==> src/rtl/demux1to16_capture.sv <==
// Serial-to-parallel capture: steers one accepted bit per beat into channel sel,
// then presents the reassembled word with a one-cycle strobe. Optional parity beat via DEMUX_PARITY_EN.
module demux1to16_capture #(
  parameter int N_CH  = 16,
  parameter int SEL_W = 4
) (
  input  logic             clk,
  input  logic             rst_n,
  input  logic             start,
  input  logic             abort,
  input  logic             in_valid,
  input  logic             in_bit,
  output logic             in_ready,
  output logic [SEL_W-1:0] sel,
  output logic [N_CH-1:0]  dout,
  output logic             dout_valid,
  output logic             busy
`ifdef DEMUX_PARITY_EN
  ,
  output logic             parity_err
`endif
);

  typedef enum logic [1:0] {IDLE, CAPTURE, DONE} state_e;

  localparam logic [SEL_W-1:0] LAST_SEL = SEL_W'(N_CH - 1);

  state_e            state_q, state_d;
  logic [SEL_W-1:0]  sel_q, sel_d;
  logic [N_CH-1:0]   shadow_q, shadow_d;
  logic [N_CH-1:0]   dout_q, dout_d;
  logic              dout_valid_q, dout_valid_d;
  logic              beat;
`ifdef DEMUX_PARITY_EN
  logic              par_phase_q, par_phase_d;
  logic              par_bit_q, par_bit_d;
  logic              parity_err_q, parity_err_d;
`endif

  assign beat = in_valid && (state_q == CAPTURE);

  always_ff @(posedge clk or negedge rst_n) begin
    if (!rst_n) begin
      state_q      <= IDLE;
      sel_q        <= '0;
      shadow_q     <= '0;
      dout_q       <= '0;
      dout_valid_q <= 1'b0;
`ifdef DEMUX_PARITY_EN
      par_phase_q  <= 1'b0;
      par_bit_q    <= 1'b0;
      parity_err_q <= 1'b0;
`endif
    end else begin
      state_q      <= state_d;
      sel_q        <= sel_d;
      shadow_q     <= shadow_d;
      dout_q       <= dout_d;
      dout_valid_q <= dout_valid_d;
`ifdef DEMUX_PARITY_EN
      par_phase_q  <= par_phase_d;
      par_bit_q    <= par_bit_d;
      parity_err_q <= parity_err_d;
`endif
    end
  end

  always_comb begin
    state_d      = state_q;
    sel_d        = sel_q;
    shadow_d     = shadow_q;
    dout_d       = dout_q;
    dout_valid_d = 1'b0;
`ifdef DEMUX_PARITY_EN
    par_phase_d  = par_phase_q;
    par_bit_d    = par_bit_q;
    parity_err_d = parity_err_q;
`endif
    case (state_q)
      IDLE: begin
        if (start) begin
          state_d  = CAPTURE;
          sel_d    = '0;
          shadow_d = '0;
`ifdef DEMUX_PARITY_EN
          par_phase_d = 1'b0;
`endif
        end
      end
      CAPTURE: begin
        // abort outranks a beat landing in the same cycle
        if (abort) begin
          state_d  = IDLE;
          sel_d    = '0;
          shadow_d = '0;
`ifdef DEMUX_PARITY_EN
          par_phase_d = 1'b0;
`endif
        end else if (beat) begin
`ifdef DEMUX_PARITY_EN
          if (par_phase_q) begin
            par_bit_d   = in_bit;
            par_phase_d = 1'b0;
            sel_d       = '0;
            state_d     = DONE;
          end else begin
            shadow_d[sel_q] = in_bit;
            // sel parks on the last channel while the parity beat is taken
            if (sel_q == LAST_SEL) par_phase_d = 1'b1;
            else                   sel_d       = sel_q + 1'b1;
          end
`else
          shadow_d[sel_q] = in_bit;
          sel_d           = sel_q + 1'b1;
          if (sel_q == LAST_SEL) state_d = DONE;
`endif
        end
      end
      DONE: begin
        dout_d       = shadow_q;
        dout_valid_d = 1'b1;
`ifdef DEMUX_PARITY_EN
        parity_err_d = (^shadow_q) ^ par_bit_q;
`endif
        state_d      = IDLE;
      end
      default: state_d = IDLE;
    endcase
  end

  assign in_ready   = (state_q == CAPTURE);
  assign busy       = (state_q == CAPTURE);
  assign sel        = sel_q;
  assign dout       = dout_q;
  assign dout_valid = dout_valid_q;
`ifdef DEMUX_PARITY_EN
  assign parity_err = parity_err_q;
`endif

endmodule

==> config.mk <==
export PLATFORM = sky130hd
export DESIGN_NAME = demux1to16_capture
export DESIGN_NICKNAME = d
export VERILOG_FILES = /design/src/rtl/demux1to16_capture.sv
export SDC_FILE = /design/constraint.sdc
export NUM_CORES = 1
export LEC_CHECK = 0
export BUFFER_PORTS_ARGS = -buffer_cell sky130_fd_sc_hd__buf_4
export CELL_PAD_IN_SITES_DETAIL_PLACEMENT = 0
export CELL_PAD_IN_SITES_GLOBAL_PLACEMENT = 1
export CORE_ASPECT_RATIO = 0.8
export CORE_MARGIN = 1.5
export CORE_UTILIZATION = 35
export CTS_CLUSTER_SIZE = 14
export DETAILED_ROUTE_END_ITERATION = 7
export MAX_ROUTING_LAYER = met4
export PLACE_DENSITY = 0.76
export SLEW_MARGIN = 20
export SYNTH_ARGS = -nofsm -noshare
export SYNTH_HDL_FRONTEND = slang
export SYNTH_SLANG_ARGS = --single-unit
==> constraint.sdc <==
create_clock -name clk -period 1.55 [get_ports clk]
set_clock_uncertainty 0.15 [all_clocks]
set_input_delay 0.0775 -clock clk [delete_from_list [all_inputs] [get_ports clk]]
set_output_delay 0.0775 -clock clk [all_outputs]
set_load 0.005 [all_outputs]
==> impl_metrics.yaml, run 1 <==
place:
  dpl-instance-area_mm2: 0.00232
  gp_congestion: 0.826
  dpl_worst_slack_ns: -0.286
  dp_hpwl_mm: 2.78
  port_buffers: 28
sta:
  holdWs_ns: 0.0178
  finalSetupViolCount: 4
  tightest_slew_ns: 0.489
  fmax_ghz: 0.632
  slew-limit-headroom_pct: 67.4
  hold_viol_final: 0
  rsz0062_at_grt: "yes"
  finalCritPeriodShare_pct: 102
  final_max_slew_viol_count: 0
  fin_ws_ns: -0.0328
  finalSetupTns_ns: -0.0907
  fin_crit_ns: 1.58
final_layout:
  nNetsFinal: 247
  fill_cells: 474
  drive_gt1_share_pct: 34.0
  syn2layout_area_growth_pct: 33.8
  design_area_mm2: 0.00251
  n_antenna_cell: 0
cts:
  cts_tree: "built"
  clockBufferDepth: 2
  cts_inserted_buffers: 5
  cts_root_buf: "clkbuf_8"
  clk-insertion-delay-late_ns: 0.29
  h-tree-depth: 2
  cts.clk_slew.worst_paths_ns: 0.08
  cts.sinks: 39
drt:
  ant_nets: 0
  vias: 1482
  via_per_inst: 4.94
  drt-total-wl_mm: 4.06
  drc: 1
  drt-initial-drc-count: 77
  wl_per_cell_um: 13.5
  dr.pass1.iters: 7
synthesis:
  yosys.cell_types.count: 28
  synth_area_mm2: 0.00188
  syn_avg_cell_area_um2: 9.92
  ys_ff_latch: 39
  synth-edff-count: 0
  synth-main-ff-cell: "dfrtp_1"
  synth.net_count: 199
  synth_cells: 189
  yosys_warnings: 0
  yosysSeqAreaShare_pct: 52.0
  async_reset_ff_share_pct: 100
power_and_ir_drop:
  power_density_mw_per_mm2: 832
  finalPower_w: 0.00209
  p_leak_nw: 1.09
  ir_worst_vdd_mv: 0.318
worst_hold_path:
  hp-class: "in -> reg"
setup_path:
  crit_fanout: 3
  worstPathCellList: "inv_4 > ha_4 > or3b_4 > a211oi_2 > o22ai_1"
  critPathKind: "reg -> reg"
  critPathLaunchType: "flop"
  cp.required_ns: 1.57
  path_buf_inv: 1
  r2r_slack_ns: -0.03
  slowest_delay_ns: 0.45
  crit_family: "flip-flops"
  cp.arrival_ns: 1.60
  end_kind: "flop"
  slowest_stage: "dfrtp_2"
floorplan:
  io_pins: 29
  fp.dieW_um: 84.8
  core_region_area_mm2: 0.00509
  start_util_pct: 36.8
  fp.dieH_um: 68.5
  die_area_mm2: 0.00581
  num_rows: 23
outcome:
  violations: "DRC, setup timing"
  status: "finished with violations"
global_routing:
  grt_max_degree: 40
  overflow: 0
  grt_pass1_wl_mm: 6.56
  grt_pass1_vias: 1315
  antenna_found_initial: 0
  grt_usage_pct: 15.4
run:
  drv_cap: 0
[layer usage]
layer | track usage, % | part of all wire [%] | vias to the layer above
met2 | 23.4 | 44 | 40
met3 | 3.86 | 4.9 | 2
li1 | - | - | 752
met1 | 20.5 | 51 | 688
met4 | 4.71 | 0.34 | 0
met5 | - | 0 | -
[worst paths after layout]
kind	startpoint	end	depth (start not counted)
worst max-delay path	sel[0]	shadow_q[2]	5
worst min-delay path	in_bit	shadow_q[14]	3
worst max register to register	sel[0]	shadow_q[2]	5
worst min register to register	dout[6]	dout[6]	2
max in group asynchronous	rst_n	sel[1]	2
min in group asynchronous	rst_n	shadow_q[11]	2
[kinds of logic after synthesis]
| kind of cell | synth area share, % |
|---|---|
| DFF | 52.0 |
| buffers and inverters | 9.07 |
| and+or+nand+nor | 16.1 |
| muxes | 1.07 |
| adders and majority gates | 2.67 |
| AOI/OAI and AO/OA | 19.0 |
[cells in the mapped netlist (all sizes together) (3+ instances only)]
cell,number,area (um^2)
a211oi,17,138
buf,13,87.6
dfrtp,39,976
ha,4,50.1
inv,20,75.1
nand2,25,93.8
nand3,5,30.0
nand3b,10,75.1
nor2,3,11.3
o21ai,18,90.1
o22ai,16,100
or3b,4,35.0
[layout by cell type (no fill, tap or decap), drive strengths merged]
cell type    count
nand2           25
o22ai           16
inv             20
mux2i            2
clkinvlp         1
ha               4
nor2             3
and4bb           1
clkbuf           6
o21ai           18
dlygate4sd3      2
nand3b          10
a22o             1
buf             54
nand2b           1
clkinv           1
or3b             4
nor2b            1
a21oi            1
o31ai            1
nor3b            2
nand3            5
nand4            2
a211oi          17
dfrtp           39
o21bai           1
[sequential cells by signal, summed over array words and instances, names as in the netlist]
signal / cells
state_q: 2
dout: 16
shadow_q: 16
sel: 4
dout_valid: 1
[final cells by class]
cell class | count | area [um^2] | share of cell area, %
clock buffer | 6 | 72.6 | 2.89
clock inverter | 2 | 12.5 | 0.499
inverter | 20 | 77.6 | 3.09
multi-input combinational | 115 | 816 | 32.5
sequential | 39 | 978 | 39.0
tap | 62 | 77.6 | 3.09
timing repair buffer | 56 | 475 | 18.9
[where the power goes]
part	internal, W	switching, W	total [W]	leakage [nW]
registers	0.00103	0.0000102	0.00104	0.539
clock network	0.000315	0.000366	0.000680	0.0412
logic	0.000189	0.000180	0.000369	0.506
[worst min-delay path, stage by stage]
cell     delay, ns
buf_4         0.13
nand2_2       0.12
o22ai_1       0.09
[through the flow]
stage                     util (%)  instances
after floorplan                  -        189
after global placement        45.6        285
after detailed placement      45.6        285
after CTS                     48.8        298
after global routing          49.3        300
final                         49.3        300
[timing repair]
action,in CTS,in global routing
cloned,0,0
resized for setup,4,2
pin swaps,4,4
setup buffers,3,2
endpoints found under the hold margin,40,0
hold buffers,2,0
endpoints found under the setup margin,19,14
No activity file was read; power rests on OpenSTA's default activity.
==> run 2, diff against run 1 <==
--- a/config.mk
+++ b/config.mk
@@ -15,6 +15,7 @@
 export DETAILED_ROUTE_END_ITERATION = 7
 export MAX_ROUTING_LAYER = met4
 export PLACE_DENSITY = 0.76
+export REMOVE_ABC_BUFFERS = 1
 export SLEW_MARGIN = 20
 export SYNTH_ARGS = -nofsm -noshare
 export SYNTH_HDL_FRONTEND = slang
==> impl_metrics.yaml, run 2 (synthesis results as in run 1) <==
sta:
  rsz0062_at_grt: "yes"
  fin_crit_ns: 1.60
  final_max_slew_viol_count: 0
  hold_viol_final: 0
  finalCritPeriodShare_pct: 103
  slew-limit-headroom_pct: 66.8
  fin_ws_ns: -0.0470
  finalSetupViolCount: 4
  fmax_ghz: 0.626
  finalSetupTns_ns: -0.151
  tightest_slew_ns: 0.499
place:
  dpl_worst_slack_ns: -0.125
  gp_congestion: 0.762
  dp_hpwl_mm: 2.69
  port_buffers: 28
  dpl.cell_count: 282
final_layout:
  post-route-util_pct: 48.7
  fill_cells: 510
  drive_gt1_share_pct: 35.9
  n_antenna_cell: 0
  fin_cells: 296
  nNetsFinal: 243
  final_common_cell: "buf_4"
  multiInputGateArea_um2: 826
  syn2layout_area_growth_pct: 32.2
  seq_area_um2: 976
  final_cell_mix: "46 x buf_4, 39 x dfrtp_1, 25 x nand2_1, 18 x inv_1, 18 x o21ai_0"
power_and_ir_drop:
  power_density_mw_per_mm2: 845
  ir_worst_vdd_mv: 0.426
  finalPower_w: 0.00210
  p_leak_nw: 1.07
worst_hold_path:
  worst_hold_path.endpoint: "shadow_q[9]"
  hp-class: "in -> reg"
  hold_depth: 3
  worstHoldStart: "in_bit"
setup_path:
  cp.arrival_ns: 1.64
  critPathLaunchType: "flop"
  end_kind: "flop"
  crit_fanout: 4
  critPathKind: "reg -> reg"
  cp.required_ns: 1.59
  r2r-end: "shadow_q[0]"
  reg2reg_depth: 5
  r2r-start: "sel[1]"
  r2r_slack_ns: -0.05
cts:
  cts_inserted_buffers: 5
  cts.clk_slew.worst_paths_ns: 0.09
  cts_tree: "built"
  cts_root_buf: "clkbuf_8"
  h-tree-depth: 2
  clockBufferDepth: 2
  clk-insertion-delay-late_ns: 0.30
  cts.sinks: 39
global_routing:
  antenna_found_initial: 0
  grt_usage_pct: 16.3
  overflow: 0
  grt_pass1_wl_mm: 6.90
  grt_max_degree: 40
  grt_pass1_vias: 1424
floorplan:
  fp.dieW_um: 84.8
  start_util_pct: 36.8
  num_rows: 23
  die_area_mm2: 0.00581
  fp.dieH_um: 68.5
  core_region_area_mm2: 0.00509
  io_pins: 29
drt:
  drt-total-wl_mm: 4.23
  ant_nets: 0
  via_per_inst: 5.04
  vias: 1492
  wl_per_cell_um: 14.3
  drt-initial-drc-count: 60
  dr.pass1.iters: 6
  drc: 1
outcome:
  violations: "DRC, setup timing"
  status: "finished with violations"
run:
  drv_cap: 0
-- run 2: cell count changes in the layout (fill, tap and decap cells not counted), moves of 2 or more --
cell / before / now
a211oi_2: 5 / 13
dfrtp_1: 37 / 39
ha_2: 0 / 2
ha_4: 4 / 1
a211oi_1: 12 / 4
dfrtp_2: 2 / 0
buf_4: 50 / 46
-- run 2: routing by layer --
metal	part of all wire (%)	wire length [um]	global-route usage, %	up-vias
met5	0	0	-	-
met4	1.4	59	5.94	0
met3	4.8	201	5.31	7
met2	41	1740	24.9	34
met1	53	2230	20.5	705
li1	-	-	-	746
-- run 2: worst max path at each step --
stage / start / end / slack [ns] / cells past startpoint
floorplan: state_q[0] / sel[1] / -0.61 / 3
global placement: sel[0] / shadow_q[0] / -0.07 / 5
detailed placement: sel[0] / shadow_q[2] / -0.13 / 5
CTS: sel[0] / shadow_q[2] / -0.005 / 5
global route: sel[0] / shadow_q[1] / -0.13 / 5
finish: sel[1] / shadow_q[0] / -0.05 / 5
-- run 2: critical path, stage by stage (launching register included) --
cell      delay (ns)
dfrtp_1         0.45
inv_2           0.09
ha_2            0.16
or3b_1          0.36
a211oi_2        0.18
o22ai_1         0.09
-- run 2: timing repair --
action	CTS	global route
setup buffers	4	0
hold endpoints to repair	40	0
hold buffers	2	0
gates cloned	0	0
gates resized for setup	6	18
pin swaps	7	12
endpoints found under the setup margin	6	16
-- run 2: report_power, final --
part | internal [W] | switching [W] | leakage [nW] | total, W
Sequential | 0.00103 | 0.0000127 | 0.542 | 0.00104
Combinational | 0.000175 | 0.000174 | 0.487 | 0.000349
Clock | 0.000313 | 0.000393 | 0.0402 | 0.000706
-- run 2: layout make-up --
class / count / share of cell area [%]
Clock buffer: 5 / 2.77
Tap cell: 62 / 3.13
Sequential cell: 39 / 39.4
Timing Repair Buffer: 52 / 17.6
Clock inverter: 3 / 0.807
Multi-Input combinational cell: 115 / 33.3
Inverter: 20 / 3.03
-- run 2: per-stage QoR --
step           cell area (um^2)  hold WS, ns
2_1_floorplan              1780       -0.368
3_3_place_gp               2250      -0.0669
3_5_place_dp               2250      -0.0647
4_1_cts                    2400     0.000789
5_1_grt                    2480      0.00806
6_report                   2480      0.00855
